<file path="src/rtl/rst_seq_pkg.sv">
`default_nettype none
// rst_seq_pkg: shared types, default parameters and width helper for the reset sequencer.
package rst_seq_pkg;

    typedef enum logic [1:0] {
        HOLD    = 2'd0,
        RELEASE = 2'd1,
        RUN     = 2'd2
    } seq_state_t;

    localparam int DEF_NUM_STAGES  = 4;
    localparam int DEF_SYNC_STAGES = 2;
    localparam int DEF_HOLD_CYCLES = 8;
    localparam int DEF_STAGE_GAP   = 4;

    // One counter serves both the hold period and the inter-stage gap.
    function automatic int cnt_width(input int hold, input int gap);
        int m;
        m = (hold > gap) ? hold : gap;
        return $clog2(m + 1);
    endfunction

endpackage
`default_nettype wire

</file>
<file path="src/rtl/rst_sync_n.sv">
`default_nettype none
// rst_sync_n: async-assert / sync-deassert reset synchroniser, active-low in and out.
module rst_sync_n #(
    parameter int SYNC_STAGES = 2
) (
    input  logic clk,
    input  logic rst,
    output logic rst_s
);

    logic [SYNC_STAGES-1:0] sync_q;

    always_ff @(posedge clk or negedge rst) begin
        if (!rst) begin
            sync_q <= '0;
        end else begin
            sync_q <= {sync_q[SYNC_STAGES-2:0], 1'b1};
        end
    end

    assign rst_s = sync_q[SYNC_STAGES-1];

endmodule
`default_nettype wire

</file>
<file path="src/rtl/rst_sequencer.sv">
`default_nettype none
// rst_sequencer: asserts a bank of active-low resets asynchronously and releases them
// in order after a synchronised deassertion, with a hold period and per-stage gaps.
module rst_sequencer
    import rst_seq_pkg::*;
#(
    parameter int NUM_STAGES  = DEF_NUM_STAGES,
    parameter int SYNC_STAGES = DEF_SYNC_STAGES,
    parameter int HOLD_CYCLES = DEF_HOLD_CYCLES,
    parameter int STAGE_GAP   = DEF_STAGE_GAP
) (
    input  logic                  clk,
    input  logic                  rst,
    input  logic                  sw_rst_req,
    output logic [NUM_STAGES-1:0] rst_out,
    output logic                  seq_busy,
    output logic                  seq_done
);

    localparam int CW = cnt_width(HOLD_CYCLES, STAGE_GAP);
    localparam int IW = $clog2(NUM_STAGES) + 1;

    localparam logic [CW-1:0] HOLD_LAST = CW'(HOLD_CYCLES - 1);
    localparam logic [CW-1:0] GAP_LAST  = CW'(STAGE_GAP - 1);
    localparam logic [IW-1:0] LAST_IDX  = IW'(NUM_STAGES - 1);

    logic rst_s;

    rst_sync_n #(
        .SYNC_STAGES (SYNC_STAGES)
    ) u_sync (
        .clk   (clk),
        .rst   (rst),
        .rst_s (rst_s)
    );

    seq_state_t            state, state_nx;
    logic [CW-1:0]         cnt, cnt_nx;
    logic [IW-1:0]         idx, idx_nx;
    logic [NUM_STAGES-1:0] out_nx;
    logic                  busy_nx, done_nx;
    logic                  sw_q;

    always_ff @(posedge clk or negedge rst) begin
        if (!rst) begin
            state    <= HOLD;
            cnt      <= '0;
            idx      <= '0;
            rst_out  <= '0;
            seq_busy <= 1'b1;
            seq_done <= 1'b0;
            sw_q     <= 1'b0;
        end else begin
            state    <= state_nx;
            cnt      <= cnt_nx;
            idx      <= idx_nx;
            rst_out  <= out_nx;
            seq_busy <= busy_nx;
            seq_done <= done_nx;
            sw_q     <= sw_rst_req;
        end
    end

    always_comb begin
        state_nx = state;
        cnt_nx   = cnt;
        idx_nx   = idx;
        out_nx   = rst_out;
        busy_nx  = seq_busy;
        done_nx  = 1'b0;

        if (sw_rst_req) begin
            state_nx = HOLD;
            cnt_nx   = '0;
            idx_nx   = '0;
            out_nx   = '0;
            busy_nx  = 1'b1;
        end else if (rst_s) begin
            case (state)
                // The edge on which a request drops is the reference point, so
                // counting starts only once the previous sample was also low.
                HOLD: begin
                    if (!sw_q) begin
                        if (cnt == HOLD_LAST) begin
                            cnt_nx    = '0;
                            out_nx[0] = 1'b1;
                            if (NUM_STAGES == 1) begin
                                state_nx = RUN;
                                busy_nx  = 1'b0;
                                done_nx  = 1'b1;
                            end else begin
                                state_nx = RELEASE;
                                idx_nx   = IW'(1);
                            end
                        end else begin
                            cnt_nx = cnt + 1'b1;
                        end
                    end
                end
                RELEASE: begin
                    if (cnt == GAP_LAST) begin
                        cnt_nx = '0;
                        idx_nx = idx + 1'b1;
                        for (int k = 0; k < NUM_STAGES; k++) begin
                            if (IW'(k) == idx) begin
                                out_nx[k] = 1'b1;
                            end
                        end
                        if (idx == LAST_IDX) begin
                            state_nx = RUN;
                            busy_nx  = 1'b0;
                            done_nx  = 1'b1;
                        end
                    end else begin
                        cnt_nx = cnt + 1'b1;
                    end
                end
                RUN: begin
                end
                default: begin
                    state_nx = HOLD;
                    cnt_nx   = '0;
                    out_nx   = '0;
                    busy_nx  = 1'b1;
                end
            endcase
        end
    end

endmodule
`default_nettype wire

</file>
<file path="config.mk">
export PLATFORM = sky130hd
export DESIGN_NAME = rst_sequencer
export DESIGN_NICKNAME = d
export VERILOG_FILES = /design/src/rtl/rst_seq_pkg.sv /design/src/rtl/rst_sync_n.sv /design/src/rtl/rst_sequencer.sv
export SDC_FILE = /design/constraint.sdc
export NUM_CORES = 1
export LEC_CHECK = 0
export ABC_CLOCK_PERIOD_IN_PS = 1600
export BUFFER_PORTS_ARGS = -buffer_cell sky130_fd_sc_hd__buf_2
export CAP_MARGIN = 40
export CORE_AREA = 2 2 42 54
export CTS_BUF_LIST = sky130_fd_sc_hd__clkbuf_8
export CTS_CLUSTER_SIZE = 30
export DETAILED_ROUTE_END_ITERATION = 12
export DIE_AREA = 0 0 44 56
export GPL_ROUTABILITY_DRIVEN = 0
export PLACE_DENSITY_LB_ADDON = 0.1
export SKIP_LAST_GASP = 1
export SYNTH_ARGS = -nofsm -noshare
export SYNTH_HDL_FRONTEND = slang
export SYNTH_SLANG_ARGS = --single-unit
</file>
<file path="constraint.sdc">
create_clock -name clk -period 1.6 [get_ports clk]
set_input_delay 0.32 -clock clk [delete_from_list [all_inputs] [get_ports clk]]
set_output_delay 0.32 -clock clk [all_outputs]
set_load 0.02 [all_outputs]
</file>
### Word-level counts from Yosys, hierarchy flattened

Index checks and enable logic that the tools add are counted.
W data, S select, Z words.

| cells by class | value |
|---|---|
| muxes and demuxes | 40 |
| reductions and logical operators | 13 |
| eq/ne operators | 18 |
| $add $sub $neg | 2 |

Operators by type and width:

| operator | count |
|---|---|
| $mux W4 | 8 |
| $ne A3 B3 Y1 const B | 8 |
| $reduce_and A4 Y1 | 4 |
| $mux W1 | 15 |
| $mux W3 | 5 |
| $mux W2 | 6 |
| $pmux W3 S2 | 2 |
| $pmux W4 S3 | 1 |
| $reduce_and A6 Y1 | 2 |
| $eq A2 B3 Y1 const A | 2 |
| $pmux W2 S3 | 1 |
| $reduce_and A5 Y1 | 1 |
| $add A4 B1 Y4 const B | 1 |
| $eq A4 B2 Y1 const B | 1 |
| $eq A4 B3 Y1 const B | 1 |
| $add A3 B1 Y3 const B | 1 |
| $eq A1 B3 Y1 const A | 1 |
| $eq A3 B2 Y1 const B | 1 |
| $logic_not A3 Y1 | 1 |
| $pmux W1 S3 | 1 |
| $reduce_and A3 Y1 | 1 |
| $reduce_bool A3 Y1 | 1 |
| $eq A2 B1 Y1 const B | 1 |
| $eq A2 B2 Y1 const B | 1 |
| 6 further kinds | 6 |

| storage, ports and cells | value |
|---|---|
| word-level logic and storage cells | 84 |
| register bits | 18 |
| output and inout port bits | 6 |

### Logic depth before layout (Yosys ltp)

Gate-level depths: netlist of the first run.

| depth | value |
|---|---|
| word-level depth | 6 |
| mapped depth | 5 |
| depth with buffers taken out | 5 |

### Cells and area by module

Synthesis of the first run repeated with hierarchy kept, for this count alone.

| second synthesis, totals | value |
|---|---|
| cell total of the unflattened synthesis | 82 |
| area, all modules | 897.1 sq um |

Modules (own cells, without submodules):

| module | area each (sq um) | cells each | sequential area each (sq um) | instances |
|---|---|---|---|---|
| rst_sequencer | 843.3 | 79 | 401.6 | 1 |
| rst_sync_n | 53.8 | 3 | 50.0 | 1 |

### Least setup slack after synthesis of the first run

No wires, ideal clock.

| path | value |
|---|---|
| path kind | register to register |
| from | reg state[0] |
| to | reg idx[2] |
| path slack | -0.099 ns |
| path buffers | 1 |
| data arrival time | 1.577 ns |
| setup time | 0.122 ns |
| stages on the path, launching flop included | 5 |
| cells stage by stage | dfrtp_1 > buf_6 > or3b_4 > a2111o_1 > a32o_1 |

| on the way | value |
|---|---|
| longest elaborated chain between the ends | 4 |
| elaborated cells on any way between the ends | 10 |
| classes of those cells | eq/ne (4); mux (3); reduce/logical (3) |

RTL lines:

| element | RTL line | text |
|---|---|---|
| start, declared | rst_sequencer.sv:37 | `seq_state_t state, state_nx;` |
| start signal, assigned | rst_sequencer.sv:54 | `state <= state_nx;` |
| $eq A2 B1 Y1 or $logic_not A2 Y1 (tied branches) | rst_sequencer.sv:79 | `case (state)` |
| $pmux W3 S2 | rst_sequencer.sv:79 |  |
| $mux W3 | rst_sequencer.sv:78 | `end else if (rst_s) begin` |
| $mux W3 | rst_sequencer.sv:72 | `if (sw_rst_req) begin` |
| end signal, assigned | rst_sequencer.sv:56 | `idx <= idx_nx;` |
| end, declared | rst_sequencer.sv:39 | `logic [IW-1:0] idx, idx_nx;` |

Parallel ways exist; a longest one is shown, timed or not. The select of a mux whose other input is x is not followed.
A chain may end at the register's enable or synchronous reset.

### Final worst setup path of the first run

| path | value |
|---|---|
| from | reg sw_q |
| to | reg idx[2] |

| on the way | value |
|---|---|
| longest elaborated chain between the ends | 2 |

RTL lines:

| element | RTL line | text |
|---|---|---|
| start, declared | rst_sequencer.sv:42 | `logic sw_q;` |
| start signal, assigned | rst_sequencer.sv:60 | `sw_q <= sw_rst_req;` |
| $ne A3 B3 Y1 (no source line) | n/a |  |
| $reduce_and A5 Y1 (no source line) | n/a |  |

No other way between the ends.

==> flow_summary.ini, run 1 <==
[setup_path]
crit_chain = or3b_4, a2111o_1, a32o_1
reg2reg_depth = 3
slowest_delay_ns = 0.42
critPathMaxFanout = 3
reg2reg_setup_slack_ns = 0.02
crit_path_end_kind = flip-flop
critical_path_buf_inv_count = 0
cp-endpoint = idx[2]
start_kind = flip-flop
critPathKind = reg -> reg
critPathSlowestCell = or3b_4
cp_data_arrival_time_ns = 1.72
worst-path-stages = 3
r2r_start = sw_q
worstPathRequired_ns = 1.74
timing.rr.end = idx[2]
worstSetupStartpoint = sw_q
crit_family = compound AO/OA/AOI/OAI gates

[final_layout]
final_cell_mix = dfrtp_1 (17), inv_1 (9), o21ai_0 (8), buf_2 (8), buf_4 (7)
fill_cells = 167
drive_gt1_share_pct = 21.2
area_delta_synth_final_pct = 15.8
final_nets = 123
antenna_cells = 0
final_common_cell = dfrtp_1
fin_cells = 133

[routing]
first_iter_violations = 19
drcViolationCount = 0
route.vias.total = 807
firstDrtPassIters = 4
drt_wl_total_um = 2100
via_per_inst = 6.07
routedWlPerCell_um = 15.8
final_antenna_net_count = 0

[place]
pre_cts_ws_ns = 0.0264
place_inst = 128
io_buffers = 8
dp_hpwl_um = 1480

[cts]
clk_path_buf_depth = 2
cts.sinks = 18
cts_tree = yes
clk_pin_slew_ns = 0.07
postCtsSetupBuffers = 0
numCtsBuffers = 3
insertion_delay_ns = 0.25
htree_levels = 1
cts_root_buffer = clkbuf_8

[power]
internal_power_mw = 0.698
combPwrFrac_pct = 5.6
p_leak_nw = 0.525
power.ir.vdd_worst_mv = 0.468
seq_power_share_pct = 52.5
p_clk_share_pct = 41.9
p_switching_mw = 0.194
p_per_area_nw_per_um2 = 774
total_power_mw = 0.893
swShare_pct = 21.8

[logic_synthesis]
synth_cell_types = 39
synth_area_um2 = 996
ys_top_cells_by_area = dfrtp_1 (43%), ha_1 (7.5%), o21ai_0 (4.0%)
ys_ff_latch = 18
synth_cells = 99
synth_largest_area_cell = dfrtp_1
synth-edff-count = 0
yosysWarnings = 0
synth_top_area_share_pct = 42.7
postSynth.asyncResetShare_pct = 100
syn-num-nets = 108
synth.avg_cell_area_um2 = 10.1
ys_seq_area_share_pct = 45.4
synthFlopType = dfrtp_1

[sta]
finalCritPeriodShare_pct = 98.7
hold-worst-slack_ns = 0.283
maxSlewViolCount = 0
timing.final.crit_period_ns = 1.58
setup_ws_ns = 0.0203
setup_viol = 0
fin_worst_skew_ns = 0.00143
hold_viol_final = 0
rsz0062_at_grt = true
setup_tns_ns = 0
max_freq_mhz = 633

[grt]
grt_pass1_wl_um = 3660
grt_util_all_layers_pct = 19.6
grt_max_degree = 19
grt_pass1_vias = 797
antenna_found_initial = 0
grt.overflow.total = 0

[floorplanning]
core-area_um2 = 1940
io_pins = 9
fp.dieW_um = 44
dieHeight_um = 56
row_count = 18
initial_utilization_pct = 51.4
die_area_um2 = 2460

[outcome]
status = complete, no violations

[hold_path]
hold_depth = 1
hold_path_class = in -> reg

[job]
cap_violations = 0
==> final cells by class <==
type	count	area, um2	share of cell area [%]
Sequential cell	18	452	39.2
Multi-Input combinational cell	66	485	42.1
Clock buffer	4	55.1	4.77
Timing Repair Buffer	16	103	8.89
Tap cell	20	25.0	2.17
Inverter	9	33.8	2.93
==> how the worst min path moves through the flow <==
stage               start      to  slack (ns)
5_1_grt        sw_rst_req    sw_q        0.28
2_1_floorplan         rst  cnt[0]        0.02
4_1_cts        sw_rst_req    sw_q        0.28
6_report       sw_rst_req    sw_q        0.28
3_3_place_gp          rst  cnt[3]        0.27
3_5_place_dp          rst  cnt[3]        0.27
==> kinds of logic after synthesis <==
family          synth area share [%]
compound gates                  24.5
xor+xnor                       0.880
simple gates                    13.6
mux                             1.01
buf+inv                         6.78
fa+ha+maj                       7.54
other cells                    0.377
flops                           45.4
==> per-layer routing <==
metal	wire length, um	track usage [%]	up-vias	part of all wire (%)
met2	1070	31.7	33	51
met5	0	0	-	0
met3	75	3.25	7	3.6
li1	-	-	386	-
met4	64	9.09	0	3.0
met1	889	24.6	381	42
==> worst register-to-register path: stages, from the launching register on <==
cell	delay [ns]
dfrtp_1	0.39
or3b_4	0.42
a2111o_1	0.42
a32o_1	0.24
==> registers in the layout, summed over array words and instances, names as in the netlist <==
| name | count |
|---|---|
| cnt | 4 |
| idx | 3 |
| rst_out | 4 |
| seq_busy | 1 |
| seq_done | 1 |
| state | 2 |
| sw_q | 1 |
| u_sync.sync_q | 2 |
==> what timing repair did <==
action	in CTS	in global routing
hold buffers	1	0
gates resized for setup	0	3
hold endpoints to repair	9	0
setup endpoints to repair	0	3
==> metrics by stage <==
step / utilization, % / cell area [um2]
after CTS: 59.1 / 1140
after floorplan: - / 996
final: 59.6 / 1150
after detailed placement: 55.7 / 1080
after global routing: 59.6 / 1150
after global placement: 55.7 / 1080
==> Yosys cell counts (all sizes together) (3+ instances only) <==
| master | count |
|---|---|
| nand2 | 5 |
| clkbuf | 4 |
| inv | 9 |
| ha | 6 |
| a32o | 3 |
| a21oi | 4 |
| nand3 | 4 |
| nand2b | 3 |
| o21ai | 9 |
| nor2 | 3 |
| dfrtp | 17 |
==> power groups by stage <==
stage	registers, mW	logic, mW	clock network (mW)
2_1_floorplan	0.474	0.0255	0
3_5_place_dp	0.477	0.0478	0
3_3_place_gp	0.477	0.0473	0
5_1_grt	0.469	0.0569	0.398
4_1_cts	0.468	0.0500	0.378
6_report	0.469	0.0501	0.374
No activity file was read; power rests on OpenSTA's default activity.
==> run 2: changes to the inputs <==
--- a/config.mk
+++ b/config.mk
@@ -8,13 +8,15 @@
 export ABC_CLOCK_PERIOD_IN_PS = 1600
 export BUFFER_PORTS_ARGS = -buffer_cell sky130_fd_sc_hd__buf_2
 export CAP_MARGIN = 40
-export CORE_AREA = 2 2 42 54
+export CELL_PAD_IN_SITES_DETAIL_PLACEMENT = 1
+export CELL_PAD_IN_SITES_GLOBAL_PLACEMENT = 1
+export CORE_AREA = 4 4 49 62
 export CTS_BUF_LIST = sky130_fd_sc_hd__clkbuf_8
 export CTS_CLUSTER_SIZE = 30
 export DETAILED_ROUTE_END_ITERATION = 12
-export DIE_AREA = 0 0 44 56
+export DIE_AREA = 0 0 53 66
 export GPL_ROUTABILITY_DRIVEN = 0
-export PLACE_DENSITY_LB_ADDON = 0.1
+export PLACE_DENSITY_LB_ADDON = 0.15
 export SKIP_LAST_GASP = 1
 export SYNTH_ARGS = -nofsm -noshare
 export SYNTH_HDL_FRONTEND = slang
==> flow_summary.ini, run 2 (synthesis results as in run 1) <==
[outcome]
status = complete, no violations

[cts]
cts_root_buffer = clkbuf_8
htree_levels = 1
clk_pin_slew_ns = 0.07
numCtsBuffers = 3
cts.sinks = 18
postCtsSetupBuffers = 0
clk_path_buf_depth = 2
cts_tree = yes
insertion_delay_ns = 0.26

[routing]
drcViolationCount = 0
final_antenna_net_count = 0
route.vias.total = 836
dr.max_layer_used = met4
firstDrtPassIters = 4
drt_wl_total_um = 2450
detail_route.wirelength.met1_um = 1070
via_per_inst = 5.65
first_iter_violations = 8
dr_wl_met3_um = 63
routedWlPerCell_um = 16.6
wl_met2_um = 1270

[setup_path]
critPathMaxFanout = 3
worstPathRequired_ns = 1.75
start_kind = flip-flop
crit_path_end_kind = flip-flop
critPathKind = reg -> reg
cp_data_arrival_time_ns = 1.72

[sta]
maxSlewViolCount = 0
hold_viol_final = 0
max_freq_mhz = 637
setup_tns_ns = 0
setup_viol = 0
finalCritPeriodShare_pct = 98.1
timing.final.crit_period_ns = 1.57
rsz0062_at_grt = true
fin_worst_skew_ns = 0.00224

[final_layout]
area_delta_synth_final_pct = 17.3
fill_cells = 296
final_cell_mix = dfrtp_1 (17), inv_1 (10), buf_4 (9)
final_nets = 125
fin_area_um2 = 1170
final_common_cell = dfrtp_1
fin_cells = 148
antenna_cells = 0
drive_gt1_share_pct = 20.9
reg_top3 = cnt x4, rst_out x4, idx x3

[floorplanning]
row_count = 20
core-area_um2 = 2430
io_pins = 9
dieHeight_um = 66
initial_utilization_pct = 41.0
fp.dieW_um = 53
die_area_um2 = 3500

[grt]
grt_pass1_vias = 942
grt.overflow.total = 0
grt_util_all_layers_pct = 17.5
grt_max_degree = 19
antenna_found_initial = 0
grt_pass1_wl_um = 4410

[power]
p_per_area_nw_per_um2 = 728
p_leak_nw = 0.529
power.ir.vdd_worst_mv = 0.575

[place]
io_buffers = 8
place_inst = 143
placed_area_um2 = 1110
dp_hpwl_um = 1870

[hold_path]
hold_path_class = in -> reg

[job]
cap_violations = 0
## run 2: critical path, stage by stage, from the launching register on
cell,delay (ns)
dfrtp_1,0.38
or3b_4,0.41
a2111o_1,0.43
a32o_1,0.24
## run 2: routing by layer
metal / track usage (%) / vias up
li1: - / 389
met1: 20.1 / 431
met2: 30.6 / 11
met3: 3.39 / 5
met4: 7.67 / 0
met5: 0 / -
## run 2: power breakdown
group / switching [mW] / internal [mW]
clock: 0.160 / 0.171
sequential: 0.00767 / 0.461
combinational: 0.0320 / 0.0183
## run 2: per-stage QoR
step / total power, mW / hold slack, ns / worst slack (ns) / util, %
2_1_floorplan: 0.499 / 0.0244 / 0.00605 / -
3_3_place_gp: 0.525 / 0.273 / 0.0609 / 45.8
3_5_place_dp: 0.526 / 0.275 / 0.0270 / 45.8
4_1_cts: 0.862 / 0.275 / 0.0158 / 48.0
5_1_grt: 0.890 / 0.274 / -0.0280 / 48.1
6_report: 0.850 / 0.275 / 0.0300 / 48.1
## run 2: final timing paths
| check | startpoint | endpoint | slack [ns] | depth (start not counted) |
|---|---|---|---|---|
| setup / recovery | sw_q | idx[2] | 0.03 | 3 |
| hold / removal | sw_rst_req | sw_q | 0.28 | 1 |
| setup reg to reg | sw_q | idx[2] | 0.03 | 3 |
| hold reg to reg | u_sync.sync_q[0] | u_sync.sync_q[1] | 0.36 | 0 |
| max in group asynchronous | rst | seq_busy | 0.75 | 2 |
| min in group asynchronous | rst | rst_out[2] | 0.53 | 2 |
## run 2: area by class of cell
cell class	count	area [um2]	share of cell area (%)
clock inverter	1	3.75	0.321
clock buffer	3	41.3	3.53
timing repair buffer	18	118	10.1
multi-input combinational	66	479	41.0
tap	33	41.3	3.53
inverter	9	33.8	2.89
sequential	18	452	38.7
## run 2: repair_timing
item	CTS	global route
hold buffers	1	0
hold endpoints to repair	17	0
resized for setup	0	2
endpoints found under the setup margin	0	3
==> run 3: changes to the inputs <==
--- a/config.mk
+++ b/config.mk
@@ -5,16 +5,17 @@
 export SDC_FILE = /design/constraint.sdc
 export NUM_CORES = 1
 export LEC_CHECK = 0
+export ABC_AREA = 1
 export ABC_CLOCK_PERIOD_IN_PS = 1600
 export BUFFER_PORTS_ARGS = -buffer_cell sky130_fd_sc_hd__buf_2
 export CAP_MARGIN = 40
 export CELL_PAD_IN_SITES_DETAIL_PLACEMENT = 1
 export CELL_PAD_IN_SITES_GLOBAL_PLACEMENT = 1
-export CORE_AREA = 4 4 49 62
+export CORE_AREA = 4 4 51 64
 export CTS_BUF_LIST = sky130_fd_sc_hd__clkbuf_8
 export CTS_CLUSTER_SIZE = 30
 export DETAILED_ROUTE_END_ITERATION = 12
-export DIE_AREA = 0 0 53 66
+export DIE_AREA = 0 0 55 68
 export GPL_ROUTABILITY_DRIVEN = 0
 export PLACE_DENSITY_LB_ADDON = 0.15
 export SKIP_LAST_GASP = 1
==> flow_summary.ini, run 3 <==
[outcome]
status = complete, no violations

[cts]
cts_tree = yes
htree_levels = 1
cts.sinks = 18
numCtsBuffers = 3
clk_path_buf_depth = 2
clk_pin_slew_ns = 0.07
insertion_delay_ns = 0.26
cts_root_buffer = clkbuf_8

[floorplanning]
row_count = 21
die_area_um2 = 3740
initial_utilization_pct = 39.9
io_pins = 9
fp.dieW_um = 55
core-area_um2 = 2650
dieHeight_um = 68

[logic_synthesis]
synth-simple-area-share_pct = 32.7
synth_area_um2 = 1060
ys_seq_area_share_pct = 42.6
synth_cells = 135
postSynth.asyncResetShare_pct = 100
yosysWarnings = 0
synth_top_area_share_pct = 40.1
yosys-top-cells-count = nand2_1 (38), dfrtp_1 (17), inv_1 (17)
synth.avg_cell_area_um2 = 7.85
yosys.area_share.adder_pct = 7.08
syn-num-nets = 144
synth-edff-count = 0
muxShareOfSynthArea_pct = 0
synth_xor_area_share_pct = 0
synth_largest_area_cell = dfrtp_1
ys_ff_latch = 18
synthFlopType = dfrtp_1
yosysMostFrequentCell = nand2_1
synth_top_family_by_area = simple AND/OR/NAND/NOR gates
ys_top_cells_by_area = dfrtp_1 (40%), nand2_1 (13%), ha_1 (7.1%)
synth_compound_area_share_pct = 8.03
synth_cell_types = 23

[setup_path]
cp_data_arrival_time_ns = 1.64
crit_path_end_kind = flip-flop
r2r_start = cnt[0]
critPathMaxFanout = 5
critPathKind = reg -> reg
worstPathRequired_ns = 1.75
start_kind = flip-flop
worstSetupStartpoint = cnt[0]

[sta]
setup_tns_ns = 0
fin_worst_skew_ns = 0.00262
finalCritPeriodShare_pct = 93.6
setup_viol = 0
setup_ws_ns = 0.102
maxSlewViolCount = 0
hold_viol_final = 0
rsz0062_at_grt = true
max_freq_mhz = 668
timing.final.crit_period_ns = 1.50

[routing]
first_iter_violations = 28
firstDrtPassIters = 3
routedWlPerCell_um = 13.4
via_per_inst = 5.21
route.vias.total = 975
drt_wl_total_um = 2510
final_antenna_net_count = 0
drcViolationCount = 0

[grt]
grt_util_all_layers_pct = 15.9
grt.overflow.total = 0
grt_pass1_wl_um = 4260
grt_max_degree = 19
antenna_found_initial = 0
grt_pass1_vias = 977

[place]
placed_area_um2 = 1140
pre_cts_ws_ns = 0.0312
place_inst = 178
dp_hpwl_um = 1920
io_buffers = 8

[final_layout]
drive_gt1_share_pct = 22.2
fin_cells = 187
fin_area_um2 = 1260
final_cell_mix = nand2_1 (38), inv_1 (17), dfrtp_1 (17)
final_nets = 163
final_common_cell = nand2_1
antenna_cells = 0
reg_top3 = cnt x4, rst_out x4, idx x3
area_delta_synth_final_pct = 19.1

[hold_path]
hold_path_class = in -> reg
hold_start = sw_rst_req

[power]
p_leak_nw = 0.656
power.ir.vdd_worst_mv = 0.773
p_per_area_nw_per_um2 = 1530
total_power_mw = 1.94

[job]
cap_violations = 0
==> run 3: cell types whose count changed in the layout (fill, tap and decap cells not counted), moves of 3 or more <==
cell,change
nand2_1,+33
nor2_1,+8
nand2b_1,-3
buf_4,-3
inv_1,+7
nand3_2,+4
a32o_1,-3
nand3_1,+4
nand4_1,+7
==> run 3: cell type report <==
type | count | area (um2)
Timing Repair Buffer | 15 | 95.1
Sequential cell | 18 | 452
Clock buffer | 4 | 55.1
Fill cell | 351 | 1390
Tap cell | 34 | 42.5
Inverter | 18 | 67.6
Multi-Input combinational cell | 98 | 551
==> run 3: repair_timing <==
item | 4_1_cts | 5_1_grt
gates resized for setup | 0 | 5
endpoints found under the setup margin | 0 | 9
setup buffers | 0 | 2
hold buffers | 1 | 0
endpoints found under the hold margin | 10 | 0
==> run 3: final timing paths <==
| path | endpoint | slack (ns) | cells past startpoint |
|---|---|---|---|
| max | idx[0] | 0.10 | 6 |
| min | sw_q | 0.31 | 1 |
| max reg2reg | idx[0] | 0.10 | 6 |
| min reg2reg | u_sync.sync_q[1] | 0.35 | 0 |
| max in group asynchronous | seq_busy | 0.76 | 2 |
| min in group asynchronous | idx[0] | 0.53 | 2 |
==> run 3: metrics by stage <==
stage	hold WS, ns	util (%)
global placement	0.273	43.0
CTS	0.305	45.5
global route	0.304	47.6
floorplan	0.0244	-
detailed placement	0.275	43.0
finish	0.311	47.6
==> run 3: layer usage <==
layer | track usage (%) | wire (um) | vias to the layer above
li1 | - | - | 470
met1 | 17.3 | 1060 | 488
met2 | 28.4 | 1320 | 10
met3 | 1.96 | 40 | 7
met4 | 9.12 | 85 | 0
met5 | 0 | 0 | -
==> run 3: worst max-delay path: stages, from the launching register on <==
cell	delay, ns
dfrtp_1	0.40
ha_2	0.24
nand3_1	0.21
o21ai_4	0.27
nand3_2	0.13
nand2_1	0.09
nand2_1	0.05
==> run 3: power breakdown <==
part / internal, mW / switching, mW / leakage [nW]
registers: 0.580 / 0.128 / 0.234
logic: 0.323 / 0.539 / 0.393
clock network: 0.219 / 0.148 / 0.0288
==> run 3: logic make-up (layout without fill, tap and decap cells) <==
kind of cell    Yosys count  after routing
buf+inv                  21             37
flops                    18             18
simple gates             75             75
other cells               1              1
fa+ha+maj                 6              6
compound gates           14             16
